--- src/rtl/aurora_pkg.sv ---
`default_nettype none
// +----------------------------------------------------------------------+
// | aurora_pkg : shared datapath width, load-size and WB state encodings |
// | Rev 1.0                                                              |
// +----------------------------------------------------------------------+
package aurora_pkg;

    localparam int unsigned XLEN = 64;

    typedef enum logic [1:0] {
        LS_BYTE  = 2'd0,
        LS_HALF  = 2'd1,
        LS_WORD  = 2'd2,
        LS_DWORD = 2'd3
    } load_size_e;

    typedef enum logic [0:0] {
        WB_EMPTY = 1'b0,
        WB_FULL  = 1'b1
    } wb_state_e;

    // A load is misaligned when its offset is not a multiple of its size.
    function automatic logic is_misaligned(input load_size_e sz, input logic [2:0] off);
        logic mis;
        case (sz)
            LS_BYTE:  mis = 1'b0;
            LS_HALF:  mis = off[0];
            LS_WORD:  mis = |off[1:0];
            default:  mis = |off;
        endcase
        return mis;
    endfunction

endpackage : aurora_pkg
`default_nettype wire

--- src/rtl/load_align.sv ---
`default_nettype none
// +----------------------------------------------------------------------+
// | load_align : extract and sign/zero-extend a load from a doubleword   |
// | Rev 1.0                                                              |
// +----------------------------------------------------------------------+
module load_align
    import aurora_pkg::*;
(
    input  logic [XLEN-1:0] data_i,
    input  load_size_e      size_i,
    input  logic            unsigned_i,
    input  logic [2:0]      off_i,
    output logic [XLEN-1:0] data_o,
    output logic            misalign_o
);

    logic [XLEN-1:0] w_shifted;
    logic            w_sign;

    always_comb begin
        w_shifted = data_i >> {off_i, 3'b000};
        w_sign    = 1'b0;
        data_o    = w_shifted;
        case (size_i)
            LS_BYTE: begin
                w_sign = ~unsigned_i & w_shifted[7];
                data_o = {{(XLEN-8){w_sign}}, w_shifted[7:0]};
            end
            LS_HALF: begin
                w_sign = ~unsigned_i & w_shifted[15];
                data_o = {{(XLEN-16){w_sign}}, w_shifted[15:0]};
            end
            LS_WORD: begin
                w_sign = ~unsigned_i & w_shifted[31];
                data_o = {{(XLEN-32){w_sign}}, w_shifted[31:0]};
            end
            default: data_o = w_shifted;
        endcase
    end

    assign misalign_o = is_misaligned(size_i, off_i);

endmodule : load_align
`default_nettype wire

--- src/rtl/wb_stage.sv ---
`default_nettype none
// +----------------------------------------------------------------------+
// | wb_stage : one-entry write-back stage with load alignment            |
// | Optional WB_INSTRET_EN adds the retired-instruction counter instret_o|
// | Rev 1.0                                                              |
// +----------------------------------------------------------------------+
module wb_stage #(
    parameter int XLEN = 64
) (
    input  logic            clk_i,
    input  logic            rst_ni,
    input  logic            mem_valid_i,
    output logic            mem_ready_o,
    input  logic            mem_rd_we_i,
    input  logic [4:0]      mem_rd_addr_i,
    input  logic            mem_is_load_i,
    input  logic [1:0]      mem_load_size_i,
    input  logic            mem_load_unsigned_i,
    input  logic [2:0]      mem_byte_off_i,
    input  logic [XLEN-1:0] mem_alu_result_i,
    input  logic [XLEN-1:0] mem_load_data_i,
    input  logic            hold_i,
    output logic            rf_write_en_o,
    output logic [4:0]      rf_write_addr_o,
    output logic [XLEN-1:0] rf_write_data_o,
    output logic            misalign_o
`ifdef WB_INSTRET_EN
    ,
    output logic [XLEN-1:0] instret_o
`endif
);

    import aurora_pkg::*;

    localparam logic [4:0] c_X0 = 5'd0;

    wb_state_e       r_state;
    logic            r_we;
    logic [4:0]      r_rd;
    logic [XLEN-1:0] r_data;
    logic            r_misalign;

    logic            w_full;
    logic            w_accept;
    logic            w_retire;
    logic [XLEN-1:0] w_load_data;
    logic            w_load_mis;
    logic [XLEN-1:0] w_capture_data;
    logic            w_capture_mis;

    load_align u_load_align (
        .data_i     (mem_load_data_i),
        .size_i     (load_size_e'(mem_load_size_i)),
        .unsigned_i (mem_load_unsigned_i),
        .off_i      (mem_byte_off_i),
        .data_o     (w_load_data),
        .misalign_o (w_load_mis)
    );

    assign w_full      = (r_state == WB_FULL);
    assign mem_ready_o = ~w_full | ~hold_i;
    assign w_accept    = mem_valid_i & mem_ready_o;
    assign w_retire    = w_full & ~hold_i;

    // Size/offset only matter for loads; ALU results pass straight through.
    assign w_capture_data = mem_is_load_i ? w_load_data : mem_alu_result_i;
    assign w_capture_mis  = mem_is_load_i & w_load_mis;

    always_ff @(posedge clk_i or negedge rst_ni) begin
        if (!rst_ni) begin
            r_state    <= WB_EMPTY;
            r_we       <= 1'b0;
            r_rd       <= 5'd0;
            r_data     <= '0;
            r_misalign <= 1'b0;
        end else begin
            case (r_state)
                WB_EMPTY: begin
                    if (w_accept) begin
                        r_state <= WB_FULL;
                    end
                end
                WB_FULL: begin
                    if (w_retire && !w_accept) begin
                        r_state <= WB_EMPTY;
                    end
                end
                default: r_state <= WB_EMPTY;
            endcase
            // Retire and accept together simply overwrite the entry.
            if (w_accept) begin
                r_we       <= mem_rd_we_i;
                r_rd       <= mem_rd_addr_i;
                r_data     <= w_capture_data;
                r_misalign <= w_capture_mis;
            end
        end
    end

    assign rf_write_en_o   = w_retire & r_we & ~r_misalign & (r_rd != c_X0);
    assign rf_write_addr_o = r_rd;
    assign rf_write_data_o = r_data;
    assign misalign_o      = w_retire & r_misalign;

`ifdef WB_INSTRET_EN
    logic [XLEN-1:0] r_instret;

    always_ff @(posedge clk_i or negedge rst_ni) begin
        if (!rst_ni) begin
            r_instret <= '0;
        end else if (w_retire) begin
            r_instret <= r_instret + 1'b1;
        end
    end

    assign instret_o = r_instret;
`endif

endmodule : wb_stage
`default_nettype wire

--- config.mk ---
export PLATFORM = sky130hd
export DESIGN_NAME = wb_stage
export DESIGN_NICKNAME = d
export VERILOG_FILES = /design/src/rtl/aurora_pkg.sv /design/src/rtl/load_align.sv /design/src/rtl/wb_stage.sv
export SDC_FILE = /design/constraint.sdc
export NUM_CORES = 1
export LEC_CHECK = 0
export BUFFER_PORTS_ARGS = -buffer_cell sky130_fd_sc_hd__buf_2
export CAP_MARGIN = 20
export CORE_ASPECT_RATIO = 0.5
export CORE_UTILIZATION = 45
export CTS_CLUSTER_SIZE = 20
export DETAILED_ROUTE_END_ITERATION = 12
export PLACE_DENSITY = 0.73
export SETUP_SLACK_MARGIN = 0.02
export SYNTH_ARGS = -nofsm -noshare
export SYNTH_HDL_FRONTEND = slang
export SYNTH_HIERARCHICAL = 1
export SYNTH_SLANG_ARGS = --single-unit
--- constraint.sdc ---
create_clock -name clk_i -period 2.95 [get_ports clk_i]
set_input_delay 0 -clock clk_i [delete_from_list [all_inputs] [get_ports clk_i]]
set_output_delay 0 -clock clk_i [all_outputs]
set_load 0.02 [all_outputs]
==> results <==
- The run finished with clean final reports.
- Of the post-synthesis cell area, the dominant cell type holds 28.9%.
- In the final design database the tool counted 875 nets.
- The H-tree was split into 3 levels.
- The starting utilization of the core area is 47.7%.
- The total non-filler cell area in the finished layout is 0.00779 sq mm.
- The delay of the slowest cell on the worst path is 0.53 ns.
- CTS saw 72 sinks.
- In the final routed layout, each cell accounts on average for 20.5 microns.
- TritonCTS built the clock tree.
- The post-detailed-route DRC marker count is 0.
- Setup repair after global routing left no endpoint under its margin.
- The data required time at the worst endpoint is 3.17 ns.
- The later pin in the worst-skew pair is clocked with a latency of 0.34 ns.
- The number of global-route vias before repair came to 5168.
- The worst hold path belongs to the class in -> reg.
- The average footprint of a synthesized cell is 11.7 sq um.
- The critical path goes through buf_4 -> buf_4 -> mux4_2 -> nor2b_1 -> o21ai_0 -> nand3_1 -> mux2_4 -> mux2_2.
- The netlist area before placement is 0.00623 sq mm.
- For this design, the slowest cell found on the critical path is sky130_fd_sc_hd__mux4_2.
- The switching power is 1270 uW.
- In the global route stage, overall resource usage came out at 26.2%.
- The remaining antenna violation count is 0.
- Power spread over the standard cell area amounts to 505 mW/mm^2.
- The area growth from synthesis to layout is 25.0%.
- Combinational cells account for 35.3% of the total power.
- The internal portion of the total power is 2660 uW.
- The initial antenna violation count was 1.
- The cell leakage power is 0.00381 uW.
- By area the synthesized netlist is led by sky130_fd_sc_hd__dfrtp_1 (29%), sky130_fd_sc_hd__mux2_2 (16%), sky130_fd_sc_hd__mux2_4 (12%), sky130_fd_sc_hd__mux4_2 (9.8%), sky130_fd_sc_hd__mux2i_1 (7.2%).
- The worst register-to-register path has a depth of 3.
- The beginning of the worst register-to-register path is r_state.
- Clock-pin slew was measured on the worst setup and hold paths at 0.06 ns.
- The critical path is of the in -> reg type.
- The repair_antennas step left the layout with diodes totalling 0.
- After synthesis, the most frequently instantiated cells are sky130_fd_sc_hd__mux2_2 (87), sky130_fd_sc_hd__dfrtp_1 (72), sky130_fd_sc_hd__mux2_4 (49), sky130_fd_sc_hd__mux2i_1 (45), sky130_fd_sc_hd__nand2_1 (35).
- The synthesized instance count is 532.
- The startpoint identified for the worst hold timing path is mem_alu_result_i[59].
- The floorplan die height is 85.2 microns.
- The final number of max-transition violations is 0.
- The synthesized netlist contains 38 unique library cells.
- Entering global routing, the biggest net connects 73 pins.
- STA classifies the critical path endpoint as a flop.
- The synthesized design contains 72 register bits.
- The highest achievable clock rate is 480 MHz.
- Once placement finished, the instance area stood at 0.00733 sq mm.
- The most used flip-flop cell after synthesis is sky130_fd_sc_hd__dfrtp_1.
- Counting flops with an async set or reset pin after synthesis yields a share of 100%.
- The finished layout holds 905 standard cells, fillers aside.
- TritonCTS created 9 clock buffers.
- The detailed router's first-iteration violation count is 373.
- The switching fraction of total power is 32.3%.
- The first detailed-routing pass ran for 5 iterations.
- For this run, the number of Yosys warnings is 6.
- Setup violations remaining at the end of the flow were counted as 0.
- In the routed layout, each cell is associated on average with a via count of 5.78.
- The region available for standard cell placement spans 0.0131 sq mm.
- The number of top-level design ports is 217.
- The total global routing overflow is 0.
- The sequential group share of total power is 32.3%.
- The total routed wirelength is 18500 microns.
- Synthesis produced a netlist with a net count of 677.
- Across the run, the number of max-cap violations was 0.
- Along the worst hold path, the cell count comes to 3.
- Counting tap cells, the placed design contains a total of 878 instances.
- The utilization of the core after routing is 59.6%.
- For flop-to-flop paths, the worst setup slack is 1.33 ns.
- The die outline width is 168 microns.
- By instance count, the leading cell after synthesis is sky130_fd_sc_hd__mux2_2.
- The maximum clock path buffer count is 2.
- The worst-case clock skew is 0.00601 ns.
- The area of the die is 0.0143 sq mm.
- The routability-driven placement congestion ratio is 0.901.
- The most repeated library cell on the critical path is sky130_fd_sc_hd__buf_4.
- The endpoint identified for the worst register-to-register timing path is rf_write_data_o[19].
- The placement row count is 29.
- The aggregate negative setup slack is 0 ns.
- Once detailed placement completed, the half-perimeter wirelength came to 13800 microns.
- In this run the tightest slew margin relative to its limit is 35.6%.
- The final period utilization is 70.6%.
- The number of hold-slack violations in the final timing report was 0.
- The maximum vdd drop is 0.329 mV.
- In this run the worst path has a maximum fanout of 38.
- The first-pass GRT wire length is 28600 microns.
- In this run the clock root is driven by a sky130_fd_sc_hd__clkbuf_16.
- Summing over every cut layer, the via total after detailed routing is 5233.
- The post-CTS resize count is 0.
- Port buffering added 216 buffers.
- Summed over all instances, the cell type with the most area after synthesis is sky130_fd_sc_hd__dfrtp_1.
- In the final layout, the share of cells above drive strength 1 is 58.6%.
- The clock network is responsible for 32.4% of the overall power.
- The count of flip-flops with a built-in enable after synthesis is 0.
- At the worst endpoint, the arrival time is 2.30 ns.
- The terminating pin of the worst hold path is rf_write_data_o[59].
- The measured slew at the worst slew-check pin is 0.966 ns.
- The nature of the critical path startpoint is a primary input.
- The share of the Yosys chip area taken by registers is 28.9%.
- The time the final worst path needs with I/O delays and setup is 2.08 ns.
## state kept, by name (all words and copies together), names as in the netlist
signal	flops
rf_write_data_o	64
rf_write_addr_o	5
r_misalign	1
r_state	1
r_we	1
## critical path: cells and delay by family
family | cells | cell delay (ns)
AO/OA/AOI/OAI | 1 | 0.20
multiplexers | 3 | 1.06
buffers and inverters | 2 | 0.78
AND/OR/NAND/NOR | 2 | 0.24
## logic make-up (layout without fill, tap and decap cells)
| group | count (synthesis) | count (layout) | share of synthesized area (%) |
|---|---|---|---|
| buffers and inverters | 59 | 262 | 5.96 |
| flip-flops | 72 | 72 | 28.9 |
| AND/OR/NAND/NOR | 133 | 133 | 13.1 |
| AO/OA/AOI/OAI | 45 | 45 | 4.76 |
| multiplexers | 223 | 223 | 47.2 |
## final cells by class
| cell class | count | area (sq um) |
|---|---|---|
| fillers | 1120 | 5280 |
| multi-input cells | 401 | 4090 |
| flip-flops and latches | 72 | 1800 |
| repair buffers | 243 | 1330 |
| clock buffers | 9 | 225 |
| well taps | 170 | 213 |
| clock inverters | 7 | 120 |
| inverters | 3 | 11.3 |
## repair_timing
action | 4_1_cts | 5_1_grt
hold endpoints to repair | 81 | 0
buffers inserted | 0 | 0
hold buffers | 11 | 0
## worst max-delay path by stage
stage | end | start | slack (ns)
after CTS | rf_write_data_o[28] | mem_byte_off_i[0] | 0.87
after floorplan | rf_write_data_o[51] | mem_byte_off_i[0] | 0.97
after global placement | rf_write_data_o[25] | mem_byte_off_i[0] | 0.54
final | rf_write_data_o[28] | mem_byte_off_i[0] | 0.87
after detailed placement | rf_write_data_o[25] | mem_byte_off_i[0] | 0.53
after global routing | rf_write_data_o[20] | mem_byte_off_i[0] | 0.68
## per-stage QoR
stage                     worst slack [ns]  hold WS [ns]  total power, uW
after floorplan                      0.973        -0.296             2190
after global placement               0.537         0.204             2630
after detailed placement             0.533         0.212             2660
after CTS                            0.866       0.00561             3960
after global routing                 0.685       0.00280             4110
final                                0.869       0.00880             3930
## cell usage in the layout (no fill, tap or decap), types with 3 or more instances in the layout
master                          instances
sky130_fd_sc_hd__buf_2                213
sky130_fd_sc_hd__nor2b_1               18
sky130_fd_sc_hd__nand3_1               15
sky130_fd_sc_hd__dlygate4sd3_1         11
sky130_fd_sc_hd__and3_1                 6
sky130_fd_sc_hd__mux2_4                49
sky130_fd_sc_hd__o2bb2ai_1              8
sky130_fd_sc_hd__nor2_1                12
sky130_fd_sc_hd__bufinv_16              3
sky130_fd_sc_hd__dfrtp_1               72
sky130_fd_sc_hd__buf_4                 18
sky130_fd_sc_hd__nand4_1               18
sky130_fd_sc_hd__o211ai_1               3
sky130_fd_sc_hd__mux4_2                27
sky130_fd_sc_hd__mux2_2                87
sky130_fd_sc_hd__clkbuf_16              9
sky130_fd_sc_hd__nand4_2               16
sky130_fd_sc_hd__nand2_1               35
sky130_fd_sc_hd__mux2_1                15
sky130_fd_sc_hd__mux2i_1               45
sky130_fd_sc_hd__o21ai_0               23
sky130_fd_sc_hd__inv_1                  3
## layer usage
metal | vias to the layer above | GRT usage [%] | wire length, microns
met4 | 2 | 5.87 | 243
met2 | 225 | 41.6 | 8490
li1 | 2415 | - | -
met5 | - | 0 | 13
met1 | 2568 | 36.1 | 8420
met3 | 23 | 6.72 | 1360
## power by group through the flow
stage / clock, uW / sequential [uW] / combinational [uW]
5_1_grt: 1340 / 1290 / 1480
3_3_place_gp: 0 / 1280 / 1350
4_1_cts: 1300 / 1270 / 1390
6_report: 1270 / 1270 / 1390
2_1_floorplan: 0 / 1510 / 679
3_5_place_dp: 0 / 1290 / 1370
Power figures use the tool's default switching activity.
